### src/rtl/usb_regmap_pkg.sv
// Register map, picorv32 control-state encodings and STATUS bit positions
// shared by the USB host-bus bridge.
package usb_regmap_pkg;

    localparam logic [15:0] REG_STATUS    = 16'h0000;
    localparam logic [15:0] REG_STATE     = 16'h0010;
    localparam logic [15:0] REG_RX_BASE   = 16'h0020;
    localparam logic [15:0] REG_RX_STRIDE = 16'h0010;

    typedef enum logic [2:0] {
        ST_RUN   = 3'b001,
        ST_LOAD  = 3'b010,
        ST_RESET = 3'b100
    } ctrl_state_e;

    localparam int STAT_MEM_READY = 0;
    localparam int STAT_MEM_OVF   = 1;
    localparam int STAT_RX_UNF    = 2;
    localparam int STAT_PARTIAL   = 3;
    localparam int STAT_RX_EMPTY  = 4;

    // Only the three one-hot encodings are legal; anything else parks the core in reset.
    function automatic ctrl_state_e decode_state(input logic [2:0] value);
        case (value)
            3'b001:  return ST_RUN;
            3'b010:  return ST_LOAD;
            default: return ST_RESET;
        endcase
    endfunction

endpackage

### src/rtl/usb_strobe_sync.sv
// Two-flop synchroniser for an active-low host strobe, plus a one-cycle
// pulse on its synchronised falling edge. All flops idle high.
module usb_strobe_sync (
    input  logic clk_usb,
    input  logic reset,
    input  logic strobe_n,
    output logic sync_n,
    output logic fall
);

    logic meta_q, meta_d;
    logic sync_q, sync_d;
    logic prev_q, prev_d;

    always_comb begin
        meta_d = strobe_n;
        sync_d = meta_q;
        prev_d = sync_q;
    end

    // NOTE: sequential state uses non-blocking assignments so every flop samples pre-edge values.
    always_ff @(posedge clk_usb or posedge reset) begin
        if (reset) begin
            meta_q <= 1'b1;
            sync_q <= 1'b1;
            prev_q <= 1'b1;
        end else begin
            meta_q <= meta_d;
            sync_q <= sync_d;
            prev_q <= prev_d;
        end
    end

    assign sync_n = sync_q;
    assign fall   = prev_q & ~sync_q;

endmodule

### src/rtl/usb_reg_bridge.sv
// Host-bus bridge: decodes the USB parallel-bus register map, packs byte
// writes into memory words and serves the receive FIFOs via snapshot registers.
module usb_reg_bridge
    import usb_regmap_pkg::*;
#(
    parameter int                ADDR_W     = 21,
    parameter int                WORD_BYTES = 4,
    parameter int                NUM_RX     = 2,
    parameter logic [ADDR_W-1:0] MEM_BASE   = 'h0100,
    parameter logic [ADDR_W-1:0] MEM_SIZE   = 'h4000,
    parameter int                RDDLY_LEN  = 3
) (
    input  logic                           clk_usb,
    input  logic                           reset,
    input  logic [ADDR_W-1:0]              addr,
    input  logic [7:0]                     data_in,
    output logic [7:0]                     data_out,
    output logic                           data_oe,
    input  logic                           rd_n,
    input  logic                           wr_n,
    output logic                           mem_wr_valid,
    input  logic                           mem_wr_ready,
    output logic [8*WORD_BYTES-1:0]        mem_wr_data,
    output logic [WORD_BYTES-1:0]          mem_wr_be,
    output logic [ADDR_W-1:0]              mem_wr_addr,
    output logic [2:0]                     ctrl_state,
    output logic                           ctrl_state_stb,
    input  logic [NUM_RX*8*WORD_BYTES-1:0] rx_data,
    input  logic [NUM_RX-1:0]              rx_empty,
    output logic [NUM_RX-1:0]              rx_rd_en
);

    localparam int W      = 8 * WORD_BYTES;
    localparam int LANE_W = $clog2(WORD_BYTES);
    localparam int CNT_W  = $clog2(RDDLY_LEN + 2);

    localparam logic [ADDR_W:0]   WIN_END = {1'b0, MEM_BASE} + {1'b0, MEM_SIZE};
    localparam logic [ADDR_W-1:0] RX_SPAN = ADDR_W'(NUM_RX * REG_RX_STRIDE);

    logic rd_sync_n, rd_ev, wr_sync_n, wr_ev;

    usb_strobe_sync u_rd_sync (
        .clk_usb  (clk_usb),
        .reset    (reset),
        .strobe_n (rd_n),
        .sync_n   (rd_sync_n),
        .fall     (rd_ev)
    );

    usb_strobe_sync u_wr_sync (
        .clk_usb  (clk_usb),
        .reset    (reset),
        .strobe_n (wr_n),
        .sync_n   (wr_sync_n),
        .fall     (wr_ev)
    );

    // Address decode
    logic [ADDR_W-1:0] mem_off, mem_widx, rx_off;
    logic [3:0]        mem_lane, rx_b;
    logic [1:0]        rx_k;
    logic              in_win, is_status, is_state, is_rx;

    assign mem_off   = addr - MEM_BASE;
    assign mem_widx  = mem_off >> LANE_W;
    assign mem_lane  = 4'(mem_off & ADDR_W'(WORD_BYTES - 1));
    assign in_win    = (addr >= MEM_BASE) && ({1'b0, addr} < WIN_END);
    assign rx_off    = addr - ADDR_W'(REG_RX_BASE);
    assign rx_k      = rx_off[5:4];
    assign rx_b      = rx_off[3:0];
    assign is_status = (addr == ADDR_W'(REG_STATUS));
    assign is_state  = (addr == ADDR_W'(REG_STATE));
    assign is_rx     = (addr >= ADDR_W'(REG_RX_BASE)) && (rx_off < RX_SPAN)
                       && (rx_b < 4'(WORD_BYTES));

    // State
    logic [7:0]             data_out_q, data_out_d;
    logic                   oe_q, oe_d;
    logic [CNT_W-1:0]       oe_cnt_q, oe_cnt_d;
    ctrl_state_e            ctrl_state_q, ctrl_state_d;
    logic                   stb_q, stb_d;
    logic [NUM_RX-1:0][W-1:0] hold_q, hold_d;
    logic [NUM_RX-1:0]      rx_rd_en_q, rx_rd_en_d;
    logic                   mem_ovf_q, mem_ovf_d;
    logic                   rx_unf_q, rx_unf_d;
    logic [W-1:0]           word_q, word_d;
    logic [WORD_BYTES-1:0]  be_q, be_d;
    logic [ADDR_W-1:0]      widx_q, widx_d;
    logic                   valid_q, valid_d;
    logic [W-1:0]           out_data_q, out_data_d;
    logic [WORD_BYTES-1:0]  out_be_q, out_be_d;
    logic [ADDR_W-1:0]      out_addr_q, out_addr_d;

    logic                   rd_do, host_rx0;
    logic [7:0]             rd_val, status;
    logic [W-1:0]           word_new;
    logic [WORD_BYTES-1:0]  be_new;

    // NOTE: every always_comb output gets a default first, so no path can infer a latch.
    always_comb begin
        data_out_d   = data_out_q;
        oe_d         = oe_q;
        oe_cnt_d     = oe_cnt_q;
        ctrl_state_d = ctrl_state_q;
        stb_d        = 1'b0;
        hold_d       = hold_q;
        rx_rd_en_d   = '0;
        mem_ovf_d    = mem_ovf_q;
        rx_unf_d     = rx_unf_q;
        word_d       = word_q;
        be_d         = be_q;
        widx_d       = widx_q;
        valid_d      = 1'b0;
        out_data_d   = out_data_q;
        out_be_d     = out_be_q;
        out_addr_d   = out_addr_q;
        rd_do        = rd_ev & ~wr_ev;
        host_rx0     = 1'b0;
        rd_val       = '0;
        word_new     = word_q;
        be_new       = be_q;

        status                 = '0;
        status[STAT_MEM_READY] = mem_wr_ready;
        status[STAT_MEM_OVF]   = mem_ovf_q;
        status[STAT_RX_UNF]    = rx_unf_q;
        status[STAT_PARTIAL]   = |be_q;
        for (int k = 0; k < NUM_RX; k++) status[STAT_RX_EMPTY + k] = rx_empty[k];

        if (wr_ev) begin
            if (is_status) begin
                if (data_in[STAT_MEM_OVF]) mem_ovf_d = 1'b0;
                if (data_in[STAT_RX_UNF])  rx_unf_d  = 1'b0;
            end else if (is_state) begin
                ctrl_state_d = decode_state(data_in[2:0]);
                stb_d        = 1'b1;
            end else if (in_win) begin
                // A lane landing in a different word abandons the partial one.
                if ((be_q != '0) && (mem_widx != widx_q)) begin
                    word_new = '0;
                    be_new   = '0;
                end
                for (int l = 0; l < WORD_BYTES; l++) begin
                    if (mem_lane == 4'(l)) begin
                        word_new[8*l +: 8] = data_in;
                        be_new[l]          = 1'b1;
                    end
                end
                if (mem_lane == 4'(WORD_BYTES - 1)) begin
                    if (mem_wr_ready) begin
                        valid_d    = 1'b1;
                        out_data_d = word_new;
                        out_be_d   = be_new;
                        out_addr_d = mem_widx;
                    end else begin
                        mem_ovf_d = 1'b1;
                    end
                    word_d = '0;
                    be_d   = '0;
                end else begin
                    word_d = word_new;
                    be_d   = be_new;
                end
                widx_d = mem_widx;
            end
        end

        if (rd_do) begin
            if (is_status) begin
                rd_val = status;
            end else if (is_state) begin
                rd_val = {5'b0, ctrl_state_q};
            end else if (is_rx) begin
                for (int k = 0; k < NUM_RX; k++) begin
                    if (rx_k == 2'(k)) begin
                        if (rx_b == 4'd0) begin
                            if (k == 0) host_rx0 = 1'b1;
                            // A pop still in flight means hold already mirrors the head.
                            if (rx_rd_en_q[k] || rx_empty[k]) begin
                                rd_val = hold_q[k][7:0];
                                if (!rx_rd_en_q[k]) rx_unf_d = 1'b1;
                            end else begin
                                hold_d[k]     = rx_data[k*W +: W];
                                rx_rd_en_d[k] = 1'b1;
                                rd_val        = rx_data[k*W +: 8];
                            end
                        end else begin
                            for (int b = 1; b < WORD_BYTES; b++) begin
                                if (rx_b == 4'(b)) rd_val = hold_q[k][8*b +: 8];
                            end
                        end
                    end
                end
            end
            data_out_d = rd_val;
        end

        if ((ctrl_state_q == ST_LOAD) && !rx_empty[0] && !rx_rd_en_q[0] && !host_rx0) begin
            hold_d[0]     = rx_data[0 +: W];
            rx_rd_en_d[0] = 1'b1;
        end

        if (rd_do) begin
            oe_d     = 1'b1;
            oe_cnt_d = CNT_W'(RDDLY_LEN);
        end else if (oe_q) begin
            if (!rd_sync_n) begin
                oe_cnt_d = CNT_W'(RDDLY_LEN);
            end else if (oe_cnt_q <= CNT_W'(1)) begin
                oe_d     = 1'b0;
                oe_cnt_d = '0;
            end else begin
                oe_cnt_d = oe_cnt_q - CNT_W'(1);
            end
        end
    end

    // NOTE: the hold snapshots and word buffer are plain flops, so they reset like any other state.
    always_ff @(posedge clk_usb or posedge reset) begin
        if (reset) begin
            data_out_q   <= '0;
            oe_q         <= 1'b0;
            oe_cnt_q     <= '0;
            ctrl_state_q <= ST_RESET;
            stb_q        <= 1'b0;
            hold_q       <= '0;
            rx_rd_en_q   <= '0;
            mem_ovf_q    <= 1'b0;
            rx_unf_q     <= 1'b0;
            word_q       <= '0;
            be_q         <= '0;
            widx_q       <= '0;
            valid_q      <= 1'b0;
            out_data_q   <= '0;
            out_be_q     <= '0;
            out_addr_q   <= '0;
        end else begin
            data_out_q   <= data_out_d;
            oe_q         <= oe_d;
            oe_cnt_q     <= oe_cnt_d;
            ctrl_state_q <= ctrl_state_d;
            stb_q        <= stb_d;
            hold_q       <= hold_d;
            rx_rd_en_q   <= rx_rd_en_d;
            mem_ovf_q    <= mem_ovf_d;
            rx_unf_q     <= rx_unf_d;
            word_q       <= word_d;
            be_q         <= be_d;
            widx_q       <= widx_d;
            valid_q      <= valid_d;
            out_data_q   <= out_data_d;
            out_be_q     <= out_be_d;
            out_addr_q   <= out_addr_d;
        end
    end

    assign data_out       = data_out_q;
    assign data_oe        = oe_q;
    assign ctrl_state     = ctrl_state_q;
    assign ctrl_state_stb = stb_q;
    assign rx_rd_en       = rx_rd_en_q;
    assign mem_wr_valid   = valid_q;
    assign mem_wr_data    = out_data_q;
    assign mem_wr_be      = out_be_q;
    assign mem_wr_addr    = out_addr_q;

endmodule

### config.mk
export PLATFORM = sky130hd
export DESIGN_NAME = usb_reg_bridge
export DESIGN_NICKNAME = d
export VERILOG_FILES = /design/src/rtl/usb_regmap_pkg.sv /design/src/rtl/usb_strobe_sync.sv /design/src/rtl/usb_reg_bridge.sv
export SDC_FILE = /design/constraint.sdc
export NUM_CORES = 1
export LEC_CHECK = 0
export ABC_AREA = 1
export CELL_PAD_IN_SITES_DETAIL_PLACEMENT = 0
export CELL_PAD_IN_SITES_GLOBAL_PLACEMENT = 1
export CORE_MARGIN = 2
export CORE_UTILIZATION = 39
export DETAILED_ROUTE_END_ITERATION = 10
export PLACE_DENSITY = 0.8
export SLEW_MARGIN = 10
export SYNTH_ARGS = -nofsm -noshare
export SYNTH_HDL_FRONTEND = slang
export SYNTH_SLANG_ARGS = --single-unit
### constraint.sdc
create_clock -name clk_usb -period 8.2 [get_ports clk_usb]
set_input_delay 1.64 -clock clk_usb [delete_from_list [all_inputs] [get_ports clk_usb]]
set_output_delay 1.64 -clock clk_usb [all_outputs]
set_load 0.03 [all_outputs]
==> results.toml, run 1 <==
[outcome]
status = "finished clean"

[setup_path]
rr_worst_depth = 9
worstPathRequired_ns = 8.52
crit_fanout = 64
crit_path_start_kind = "primary input"
critPathKind = "in -> reg"
crit_path_end_kind = "flop"
arrival_ns = 5.36

[power]
max-vdd-ir-drop_v = 0.000118
p_leak_uw = 0.00663
p_per_area_mw_per_mm2 = 165

[timing]
setup_ws_ns = 3.16
period_minus_slack_ns = 5.04
drv_slew = 0
fin_tns_setup_ns = 0
max_slew.worst_pin.slew_ns = 0.964
hold_viol = 0
period_share = 0.614
rsz0062_at_grt = "false"
skew_ns = 0.0114
fmax_mhz = 198
relSlewSlack = 0.356
setup_viol = 0

[global_route]
overflow = 0
grt_usage = 0.229
antenna_found_initial = 0
grt_pass1_vias = 9365
grt_pass1_wl_mm = 51.2
grt_start_max_net_pins = 122

[detailed_routing]
dr.max_layer_used = "met4"
wl_met3_mm = 1.64
met2_length_mm = 15.0
vias = 9738
dr.pass1.iters = 6
drcViolationCount = 0
wl_per_cell_um = 16.2
antenna_left = 0
drt_wl_total_mm = 31.7
first_iter_violations = 811
vias_per_cell = 4.97
wl_met1_mm = 14.7

[floorplan]
core_area_sq_mm = 0.0262
ios = 173
start_util = 0.400
die-area_sq_mm = 0.0282
die_w_um = 168
die_h_um = 168
fp-row-count = 59

[placed_design]
dp_slack_ns = 2.77
globalplace.congestion = 0.909
dp_hpwl_mm = 22.7
portBuffers = 170

[final_layout]
regArea_sq_mm = 0.00484
drive_above_1_share = 0.0585
area_delta_synth_final_pct = 23.8
final_cell_mix = "nand2_1 (578), inv_1 (201), dfrtp_1 (186)"
n_antenna_cell = 0
final_common_cell = "nand2_1"
multi_input_area_sq_mm = 0.00455
fill_cells = 2594
fin_nets = 1716

[synthesis]
ys.warnings.count = 0
syn_avg_cell_area_sq_um = 7.11
synth-edff-count = 0
ys.flop_type = "dfrtp_1"
synth-async-reset-ratio = 1.00
syn_area_sq_mm = 0.0105
yosysSeqAreaShare = 0.462
ys_ff_latch = 193
synthCells = 1472
synth_cell_types = 41

[clock_tree]
tritoncts = "built"
ctsResizeCount = 0
numCtsBuffers = 17
clkTransAtPathRegs_ns = 0.08
clkSinkCount = 193
insertion_delay_ns = 0.43
cts_setup_buffers = 0
ctsHoldBuffers = 0
clock_path_buffers = 2
htreeDepth = 4
root_buffer = "clkbuf_16"

[hold_path]
hold_path.class = "reg -> reg"
hold_depth = 0

[job]
drv_cap = 0
## routing by layer
layer | GRT usage | up-vias
li1 | - | 4845
met1 | 0.319 | 4571
met2 | 0.379 | 290
met3 | 0.0331 | 32
met4 | 0.0522 | 0
met5 | 0 | -
## state kept, by name, indices dropped and copies added, names as in the netlist, 4 cells and up
name / cells
widx_q: 19
hold_q: 64
be_q: 4
mem_wr_addr: 19
word_q: 24
data_out: 8
mem_wr_data: 32
mem_wr_be: 4
## final cells by class
class,instances,area share
clock buffers,20,0.0352
clock inverters,12,0.0109
inverters,211,0.0617
multi-input cells,1010,0.351
flip-flops and latches,193,0.373
well taps,335,0.0323
repair buffers,178,0.136
## logic make-up (layout without fill, tap and decap cells)
group,count (synthesis),count (layout),share of synthesized area
buffers and inverters,270,421,0.105
other,1,2,0.000358
AND/OR/NAND/NOR,862,862,0.349
XOR/XNOR,10,10,0.00836
flip-flops,193,193,0.462
AO/OA/AOI/OAI,131,131,0.0697
adder cells (fa/ha/maj),5,5,0.00597
## synth_stat cells (2+ instances only)
library cell / n / area (sq um)
nand3_1: 90 / 450
dfrtp_1: 186 / 4650
a21oi_1: 37 / 185
buf_4: 4 / 30.0
nand2_4: 3 / 33.8
buf_6: 6 / 67.6
clkbuf_1: 28 / 105
dfstp_2: 7 / 184
xnor2_1: 5 / 43.8
nand2_1: 578 / 2170
inv_1: 202 / 758
o22ai_1: 4 / 25.0
xor2_1: 5 / 43.8
nor3_1: 10 / 50.1
nor2_1: 89 / 334
clkinv_1: 4 / 15.0
nand4_1: 48 / 300
nand2_2: 15 / 93.8
o21a_1: 4 / 30.0
a22o_1: 4 / 35.0
nor4_1: 5 / 31.3
ha_1: 5 / 62.6
o221ai_1: 5 / 43.8
inv_2: 5 / 18.8
nor2_4: 4 / 45.0
nor2_2: 12 / 75.1
buf_2: 20 / 100
a221oi_1: 3 / 26.3
or2_2: 3 / 18.8
o21ai_0: 69 / 345
nand3b_1: 2 / 15.0
## critical path, cell delays in order
cell	delay (ns)
clkdlybuf4s50_1	0.52
nor2_2	0.72
nand2_1	0.12
buf_4	0.25
nor2_1	0.19
nand3_1	0.15
nand2_1	0.14
nor2_4	0.09
nand2_2	0.06
buf_4	0.53
inv_2	0.50
or2_2	0.41
## power breakdown
group	switching (uW)	internal [uW]	total, uW
combinational	176	109	285
clock	422	426	847
sequential	19.9	984	1000
total	618	1520	2140
## stage by stage
stage	cell area, sq um	total power (uW)	hold WS, ns	util	std cells
4_1_cts	13000	2150	0.363	0.495	1959
3_3_place_gp	12400	1310	0.348	0.472	1927
3_5_place_dp	12400	1310	0.347	0.472	1927
2_1_floorplan	10500	1180	0.345	-	1473
5_1_grt	13000	2230	0.367	0.495	1959
6_report	13000	2140	0.361	0.495	1959
## final timing paths
kind	startpoint	end	slack (ns)
max	addr[0]	mem_wr_be[3]	3.16
min	u_rd_sync.meta_q	u_rd_sync.sync_n	0.36
max reg2reg	u_wr_sync.prev_q	mem_wr_addr[18]	5.31
min reg2reg	u_rd_sync.meta_q	u_rd_sync.sync_n	0.36
max in group asynchronous	reset	hold_q[5]	4.84
min in group asynchronous	reset	widx_q[15]	1.71
(Power assumes the default switching activity.)
==> run 2, diff against run 1 <==
- clock period: 8.2 -> 5.2 ns (I/O delays scaled with it)
==> run 2 against run 1 <==
  * Final area is 0.33% higher
  * Combinational power rose by 58%
  * Sequential share of layout area decreased by 0.12 points
  * Hold slack got worse by 0.0040 ns
  * Clock-buffer cell count down 3
  * Clock skew rose by 0.011 ns
  * Critical path depth is 3 higher
  * Global-route usage shrank 0.78 points
  * Register-to-register slack worse by 2.6 ns
  * Sequential power up 58%
  * Core utilization increased by 0.16 points
  * Largest cell class unchanged
==> results.toml, run 2 (synthesis gave the netlist of run 1 again) <==
[global_route]
overflow = 0
grt_usage = 0.221
grt_pass1_vias = 9286
grt_pass1_wl_mm = 49.5
grt_start_max_net_pins = 108
antenna_found_initial = 0

[clock_tree]
clock_path_buffers = 2
insertion_delay_ns = 0.44
ctsResizeCount = 0
clkSinkCount = 193
ctsHoldBuffers = 0
htreeDepth = 4
numCtsBuffers = 17
clkTransAtPathRegs_ns = 0.07
tritoncts = "built"
cts_setup_buffers = 0
root_buffer = "clkbuf_16"

[power]
p_per_area_mw_per_mm2 = 260
p_leak_uw = 0.00666
max-vdd-ir-drop_v = 0.000168

[final_layout]
regMostFlops = "hold_q"
final_cell_area_sq_mm = 0.0130
final_cell_mix = "nand2_1 (578), inv_1 (201), dfrtp_1 (186)"
final_common_cell = "nand2_1"
n_antenna_cell = 0
largest_reg_flops = 64
fin_nets = 1721
area_delta_synth_final_pct = 24.2
drive_above_1_share = 0.0620

[timing]
relSlewSlack = 0.386
setup_viol = 0
rsz0062_at_grt = "false"
period_minus_slack_ns = 3.86
fmax_mhz = 259
fin_tns_setup_ns = 0
period_share = 0.742
max_slew.worst_pin.slew_ns = 0.921
hold_viol = 0
drv_slew = 0
skew_ns = 0.0222

[detailed_routing]
antenna_left = 0
drcViolationCount = 0
drt_wl_total_mm = 30.9
vias_per_cell = 4.94
vias = 9700
dr.pass1.iters = 5
wl_per_cell_um = 15.7
first_iter_violations = 680

[setup_path]
crit_path_end_kind = "flop"
crit_slowest_cell = "clkdlybuf4s50_1"
crit_path_start_kind = "primary input"
cpMostUsedCell = "nand2_1"
arrival_ns = 4.19
critPathKind = "in -> reg"
crit_buf_inv = 4
reg2reg_slack_ns = 2.69
worstPathCellList = "clkdlybuf4s50_1 > inv_1 > ha_1 > nand2_2 > nor2_4 > nand3_1 > xor2_1 > nand2_1 > nor2_1 > nand2_1 > nor2_4 > buf_4 > nand4_1 > nand2_1 > inv_1"
slowest_delay_ns = 0.53
worstPathRequired_ns = 5.53
cpLargestDelayFamily = "simple AND/OR/NAND/NOR gates"
crit_fanout = 25

[hold_path]
hold_path.class = "reg -> reg"

[placed_design]
portBuffers = 170
globalplace.congestion = 0.949
postPlaceCellArea_sq_mm = 0.0124
dp_hpwl_mm = 22.4

[floorplan]
die-area_sq_mm = 0.0282
fp-row-count = 59
start_util = 0.400
die_w_um = 168
core_area_sq_mm = 0.0262
die_h_um = 168
ios = 173

[outcome]
status = "finished clean"

[job]
drv_cap = 0
[run 2: cell types whose count changed in the layout (fill, tap and decap cells not counted), sizes merged]
cell | before | now
clkinvlp | 1 | 3
buf | 8 | 13
bufinv | 0 | 1
clkbuf | 20 | 17
inv | 213 | 214
clkinv | 9 | 8
[run 2: per-stage QoR]
step	cells	hold slack, ns	util	total power [uW]	setup WS, ns
floorplan	1473	0.345	-	1860	1.68
global placement	1932	0.347	0.474	2060	0.941
detailed placement	1932	0.350	0.474	2060	0.888
CTS	1964	0.361	0.496	3410	1.35
global route	1964	0.365	0.496	3510	1.05
finish	1964	0.357	0.496	3380	1.34
[run 2: cell type report]
cell class	instances	area, sq um
fill	2623	13200
sequential	193	4840
clock buffer	17	425
inverter	211	796
multi-input combinational	1010	4550
clock inverter	15	169
timing repair buffer	183	1810
tap	335	419
[run 2: power by group]
| part | switching [uW] | internal [uW] | total, uW |
|---|---|---|---|
| clock | 656 | 689 | 1340 |
| combinational | 276 | 173 | 449 |
| sequential | 30.8 | 1550 | 1580 |
| total | 963 | 2410 | 3380 |
[run 2: per-layer routing]
layer | up-vias | global-route usage | routed length (um)
met5 | - | 0 | 0
met4 | 0 | 0.0673 | 677
met3 | 41 | 0.0289 | 1220
met2 | 261 | 0.362 | 14600
met1 | 4540 | 0.307 | 14400
li1 | 4858 | - | -
[run 2: path summary, 6_finish.rpt]
path,start,cells past startpoint,endpoint
worst max-delay path,addr[8],15,hold_q[44]
worst min-delay path,u_rd_sync.meta_q,0,u_rd_sync.sync_n
worst max register to register,u_wr_sync.prev_q,10,oe_cnt_q[0]
worst min register to register,u_rd_sync.meta_q,0,u_rd_sync.sync_n
max in group asynchronous,reset,3,data_out[3]
min in group asynchronous,reset,2,widx_q[10]
